`config.mk`:
```
export PLATFORM = sky130hd
export DESIGN_NAME = cpu_ctrl_fsm
export DESIGN_NICKNAME = d
export VERILOG_FILES = /design/src/rtl/cpu_ctrl_fsm.sv
export SDC_FILE = /design/constraint.sdc
export NUM_CORES = 1
export LEC_CHECK = 0
export CAP_MARGIN = 20
export CORE_MARGIN = 2
export CORE_UTILIZATION = 45
export CTS_CLUSTER_SIZE = 10
export DETAILED_ROUTE_END_ITERATION = 7
export HOLD_SLACK_MARGIN = 0.08
export PLACE_DENSITY_LB_ADDON = 0.25
export SLEW_MARGIN = 20
export SYNTH_ARGS = -nofsm -noshare
export SYNTH_HDL_FRONTEND = slang
export SYNTH_SLANG_ARGS = --single-unit
export TNS_END_PERCENT = 30
```
`constraint.sdc`:
```
create_clock -name clk -period 3.9 [get_ports clk]
set_input_delay 0.585 -clock clk [delete_from_list [all_inputs] [get_ports clk]]
set_output_delay 0.585 -clock clk [all_outputs]
set_load 0.01 [all_outputs]
```
`src/rtl/cpu_ctrl_fsm.sv`:
```
// Multi-cycle fetch/decode/execute/writeback sequencer for a simple RV32 core.
// Optional build macro INSTRET_CNT_EN adds the retired-instruction counter.
//
// state      | meaning
// -----------+---------------------------------------------------------
// IDLE       | first cycle after reset, no memory activity
// FETCH_REQ  | imem_req_valid high, waiting for imem_req_ready
// FETCH_WAIT | request accepted, waiting for imem_rsp_valid
// DECODE     | inst latched, opcode classified, halt check
// EXECUTE    | datapath works; br_taken/br_target captured at exit
// WRITEBACK  | rf_we pulse, pc update, retire
// HALT       | stopped on ebreak or unknown opcode until rst

module cpu_ctrl_fsm #(
   parameter logic [31:0] RESET_PC = 32'h8000_0000,
   parameter int          TYPE_W   = 3
) (
   input  logic              clk,
   input  logic              rst,
   output logic              imem_req_valid,
   input  logic              imem_req_ready,
   output logic [31:0]       imem_addr,
   input  logic              imem_rsp_valid,
   input  logic [31:0]       imem_rsp_data,
   output logic [31:0]       pc,
   output logic [31:0]       inst,
   output logic [TYPE_W-1:0] inst_type,
   input  logic              br_taken,
   input  logic [31:0]       br_target,
   output logic              rf_we,
   output logic              halted,
   output logic              illegal,
   output logic [31:0]       instret
);

   typedef enum logic [2:0] {
      S_IDLE       = 3'd0,
      S_FETCH_REQ  = 3'd1,
      S_FETCH_WAIT = 3'd2,
      S_DECODE     = 3'd3,
      S_EXECUTE    = 3'd4,
      S_WRITEBACK  = 3'd5,
      S_HALT       = 3'd6
   } state_t;

   localparam logic [TYPE_W-1:0] T_R = TYPE_W'(0);
   localparam logic [TYPE_W-1:0] T_I = TYPE_W'(1);
   localparam logic [TYPE_W-1:0] T_S = TYPE_W'(2);
   localparam logic [TYPE_W-1:0] T_B = TYPE_W'(3);
   localparam logic [TYPE_W-1:0] T_U = TYPE_W'(4);
   localparam logic [TYPE_W-1:0] T_J = TYPE_W'(5);
   localparam logic [TYPE_W-1:0] T_X = TYPE_W'(7);

   localparam logic [31:0] EBREAK      = 32'h0010_0073;
   localparam logic [6:0]  OP_JALR     = 7'b1100111;

   state_t            state;
   state_t            state_nxt;
   logic [TYPE_W-1:0] dec_type;
   logic              is_ebreak;
   logic              br_taken_q;
   logic [31:0]       br_target_q;
   logic              take_target;
   logic [31:0]       pc_nxt;

   function automatic logic [TYPE_W-1:0] decode_type(input logic [6:0] op);
      logic [TYPE_W-1:0] t;
      case (op)
         7'b0110011:                                      t = T_R;
         7'b0010011, 7'b0000011, 7'b1100111, 7'b1110011:  t = T_I;
         7'b0100011:                                      t = T_S;
         7'b1100011:                                      t = T_B;
         7'b0110111, 7'b0010111:                          t = T_U;
         7'b1101111:                                      t = T_J;
         default:                                         t = T_X;
      endcase
      return t;
   endfunction

   assign dec_type  = decode_type(inst[6:0]);
   assign is_ebreak = (inst == EBREAK);

   // State register
   always_ff @(posedge clk or posedge rst) begin
      if (rst) begin
         state <= S_IDLE;
      end else begin
         state <= state_nxt;
      end
   end

   // Next-state logic
   always_comb begin
      state_nxt = state;
      case (state)
         S_IDLE:       state_nxt = S_FETCH_REQ;
         S_FETCH_REQ:  if (imem_req_ready) state_nxt = S_FETCH_WAIT;
         S_FETCH_WAIT: if (imem_rsp_valid) state_nxt = S_DECODE;
         S_DECODE: begin
            if (is_ebreak || (dec_type == T_X)) begin
               state_nxt = S_HALT;
            end else begin
               state_nxt = S_EXECUTE;
            end
         end
         S_EXECUTE:    state_nxt = S_WRITEBACK;
         S_WRITEBACK:  state_nxt = S_FETCH_REQ;
         S_HALT:       state_nxt = S_HALT;
         default:      state_nxt = S_IDLE;
      endcase
   end

   // Outputs decoded from state
   always_comb begin
      imem_req_valid = 1'b0;
      rf_we          = 1'b0;
      case (state)
         S_FETCH_REQ: imem_req_valid = 1'b1;
         S_WRITEBACK: rf_we = (inst_type == T_R) || (inst_type == T_I) ||
                              (inst_type == T_U) || (inst_type == T_J);
         default: ;
      endcase
   end

   // jalr shares the I format, so it is picked out by opcode rather than type
   assign take_target = (inst_type == T_J) || (inst[6:0] == OP_JALR) ||
                        ((inst_type == T_B) && br_taken_q);
   assign pc_nxt      = take_target ? br_target_q : (pc + 32'd4);
   assign imem_addr   = pc;

   always_ff @(posedge clk or posedge rst) begin
      if (rst) begin
         pc          <= RESET_PC;
         inst        <= '0;
         inst_type   <= T_X;
         halted      <= 1'b0;
         illegal     <= 1'b0;
         br_taken_q  <= 1'b0;
         br_target_q <= '0;
      end else begin
         case (state)
            S_FETCH_WAIT: begin
               if (imem_rsp_valid) inst <= imem_rsp_data;
            end
            S_DECODE: begin
               inst_type <= dec_type;
               if (is_ebreak) begin
                  halted <= 1'b1;
               end else if (dec_type == T_X) begin
                  illegal <= 1'b1;
               end
            end
            S_EXECUTE: begin
               br_taken_q  <= br_taken;
               br_target_q <= br_target;
            end
            S_WRITEBACK: pc <= pc_nxt;
            default: ;
         endcase
      end
   end

`ifdef INSTRET_CNT_EN
   logic [31:0] instret_q;

   always_ff @(posedge clk or posedge rst) begin
      if (rst) begin
         instret_q <= '0;
      end else if (state == S_WRITEBACK) begin
         instret_q <= instret_q + 32'd1;
      end
   end

   assign instret = instret_q;
`else
   assign instret = '0;
`endif

endmodule

```
==> flow_metrics.env <==
export IMPL_io_pins=204
export IMPL_die_h_um=114
export IMPL_finalCritPeriodShare_pct=64.6
export IMPL_nets=699
export IMPL_dieArea_um2=13000
export IMPL_portBuffers=171
export IMPL_max_clock_path_buffers=2
export IMPL_die_w_um=114
export IMPL_grt_max_degree=59
export IMPL_yosysTopAreaCell="dfrtp_1"
export IMPL_critPathKind="reg2reg"
export IMPL_tightest_slew_ns=0.778
export IMPL_async_flop_share_pct=100
export IMPL_synth_common_cells="101 x dfrtp_1, 66 x mux2_2, 64 x buf_4"
export IMPL_synthCells=498
export IMPL_fin_crit_ns=2.52
export IMPL_syn_avg_cell_area_um2=10.9
export IMPL_core_um2=11900
export IMPL_path_max_fanout=50
export IMPL_clock_sinks=105
export IMPL_dr_pass1_iters=4
export IMPL_ctsHoldBuffers=0
export IMPL_hp_class="reg2reg"
export IMPL_rows=40
export IMPL_peakVddDrop_uv=487
export IMPL_grt_pass1_vias=4250
export IMPL_timing_slew_headroom_pct=48.1
export IMPL_routabilityCongestion=0.854
export IMPL_wl_met2_mm=6.36
export IMPL_critPathRequiredTime_ns=4.15
export IMPL_holdPathStages=1
export IMPL_antenna_left=0
export IMPL_drc=0
export IMPL_dr_max_layer_used="met4"
export IMPL_r2r_cells=5
export IMPL_dp_hpwl_mm=9.41
export IMPL_arrival_ns=2.76
export IMPL_yosysTopAreaCellShare_pct=46.6
export IMPL_synth_most_common_cell="dfrtp_1"
export IMPL_ys_ff_latch=105
export IMPL_viasPerCell=5.50
export IMPL_max_freq_mhz=397
export IMPL_hold_viol_final=0
export IMPL_clk_latency_ns=0.35
export IMPL_ctsResizeCount=0
export IMPL_syn_cell_area_um2=5430
export IMPL_track_usage_pct=20.6
export IMPL_vias=4296
export IMPL_end_kind="flip-flop"
export IMPL_setup_viol=0
export IMPL_rsz0062_at_grt="no"
export IMPL_overflow=0
export IMPL_cp_start_kind="flip-flop"
export IMPL_grt_pass1_wl_mm=21.1
export IMPL_synthToLayoutAreaGrowth_pct=32.7
export IMPL_p_per_area_nw_per_um2=738
export IMPL_synth_main_ff_cell="dfrtp_1"
export IMPL_fin_util_pct=60.5
export IMPL_yosysUniqueCellTypes=55
export IMPL_layout_drive_gt1_share_pct=16.2
export IMPL_n_antenna_cell=0
export IMPL_antenna_found_initial=0
export IMPL_final_max_slew_viol_count=0
export IMPL_cts_root_buffer="clkbuf_16"
export IMPL_status="completed"
export IMPL_synth_edf_count=0
export IMPL_routedWlPerCell_um=17.0
export IMPL_fin_tns_setup_ns=0
export IMPL_skew_ns=0.00779
export IMPL_wl_met3_mm=1.23
export IMPL_wl_mm=13.3
export IMPL_cts_max_level=3
export IMPL_post_cts_setup_buffers=0
export IMPL_leakage_nw=2.90
export IMPL_yosysWarnings=0
export IMPL_synth_area_leaders="dfrtp_1 47%, mux2_2 14%, buf_4 8.8%"
export IMPL_first_iter_violations=154
export IMPL_cap_violations=0
export IMPL_met1Wirelength_mm=5.47
export IMPL_initial_core_util_pct=45.6
export IMPL_clkTransAtPathRegs_ns=0.07
export IMPL_ys_seq_area_share_pct=48.5
export IMPL_cts_buffers=9
export IMPL_tritoncts="done"
worst max-delay path: stages, from the launching register on:
cell and delay [ns]:
dfstp_2 0.55, and3b_1 0.18, o21ai_2 0.62, and2_4 0.60, a41oi_1 0.19, o22a_2 0.24
area by class of cell:
class	count	area (µm²)
Clock buffer	10	229
Multi-Input combinational cell	324	2270
Timing Repair Buffer	179	1780
Fill cell	988	4710
Inverter	10	40.0
Clock inverter	6	67.6
Tap cell	147	184
Sequential cell	105	2630
layer usage:
layer / global-route usage [%] / up-vias
met5: 0 / -
met4: 5.45 / 0
met3: 8.87 / 15
met2: 33.4 / 183
met1: 25.4 / 2116
li1: - / 1982
worst paths after layout:
path                                          start                         to  slack (ns)
setup / recovery           inst_type[2]$_DFFE_PP1P_  imem_addr[11]$_DFFE_PP0P_        1.38
hold / removal                   halted$_DFFE_PP0P_         halted$_DFFE_PP0P_        0.46
setup reg to reg           inst_type[2]$_DFFE_PP1P_  imem_addr[11]$_DFFE_PP0P_        1.38
hold reg to reg                  halted$_DFFE_PP0P_         halted$_DFFE_PP0P_        0.46
max in group asynchronous                       rst  imem_addr[31]$_DFFE_PP1P_        2.51
min in group asynchronous                       rst        inst[9]$_DFFE_PP0P_        0.65
where the power goes:
part	switching, mW	total, mW	internal [mW]
clock	0.404	0.904	0.500
combinational	0.943	2.28	1.34
sequential	0.537	2.13	1.60
flip-flops by register name, indices dropped and copies added (netlist names):
register	count
illegal	1
imem_addr	32
br_taken_q	1
inst	32
br_target_q	32
halted	1
state	3
inst_type	3
logic make-up after synthesis:
family                     share of synthesized area (%)
and+or+nand+nor                                     12.4
muxes                                               14.2
other                                             0.0691
AOI/OAI and AO/OA                                   12.2
buffers and inverters                               12.3
DFF                                                 48.5
adders and majority gates                          0.230
per-stage QoR:
| step | hold slack, ns | instances | area (µm²) | total power [mW] | setup WS [ns] |
|---|---|---|---|---|---|
| after floorplan | 0.473 | 529 | 5550 | 3.41 | 0.561 |
| after global placement | 0.445 | 765 | 6900 | 4.34 | 1.47 |
| after detailed placement | 0.447 | 765 | 6900 | 4.43 | 1.40 |
| after CTS | 0.463 | 781 | 7200 | 5.36 | 1.38 |
| after global routing | 0.485 | 781 | 7200 | 5.64 | 1.25 |
| final | 0.462 | 781 | 7200 | 5.32 | 1.38 |
placed cells by master (no fill, tap or decap), types with 3 or more instances in the layout:
master,count
nand3_1,29
a31oi_1,3
nand2b_1,3
o22ai_1,18
inv_1,9
nand4_1,12
mux2_2,66
clkbuf_16,9
a21oi_1,26
nor2_1,14
a2bb2oi_1,14
conb_1,32
clkdlybuf4s50_1,171
or3_1,4
and3_1,6
nor4_1,6
nand2_1,24
buf_4,7
mux2i_1,3
a22oi_1,5
a21o_1,3
o21ai_0,14
nor3_1,5
dfstp_2,4
dfrtp_1,101
Power figures use the tool's default switching activity.
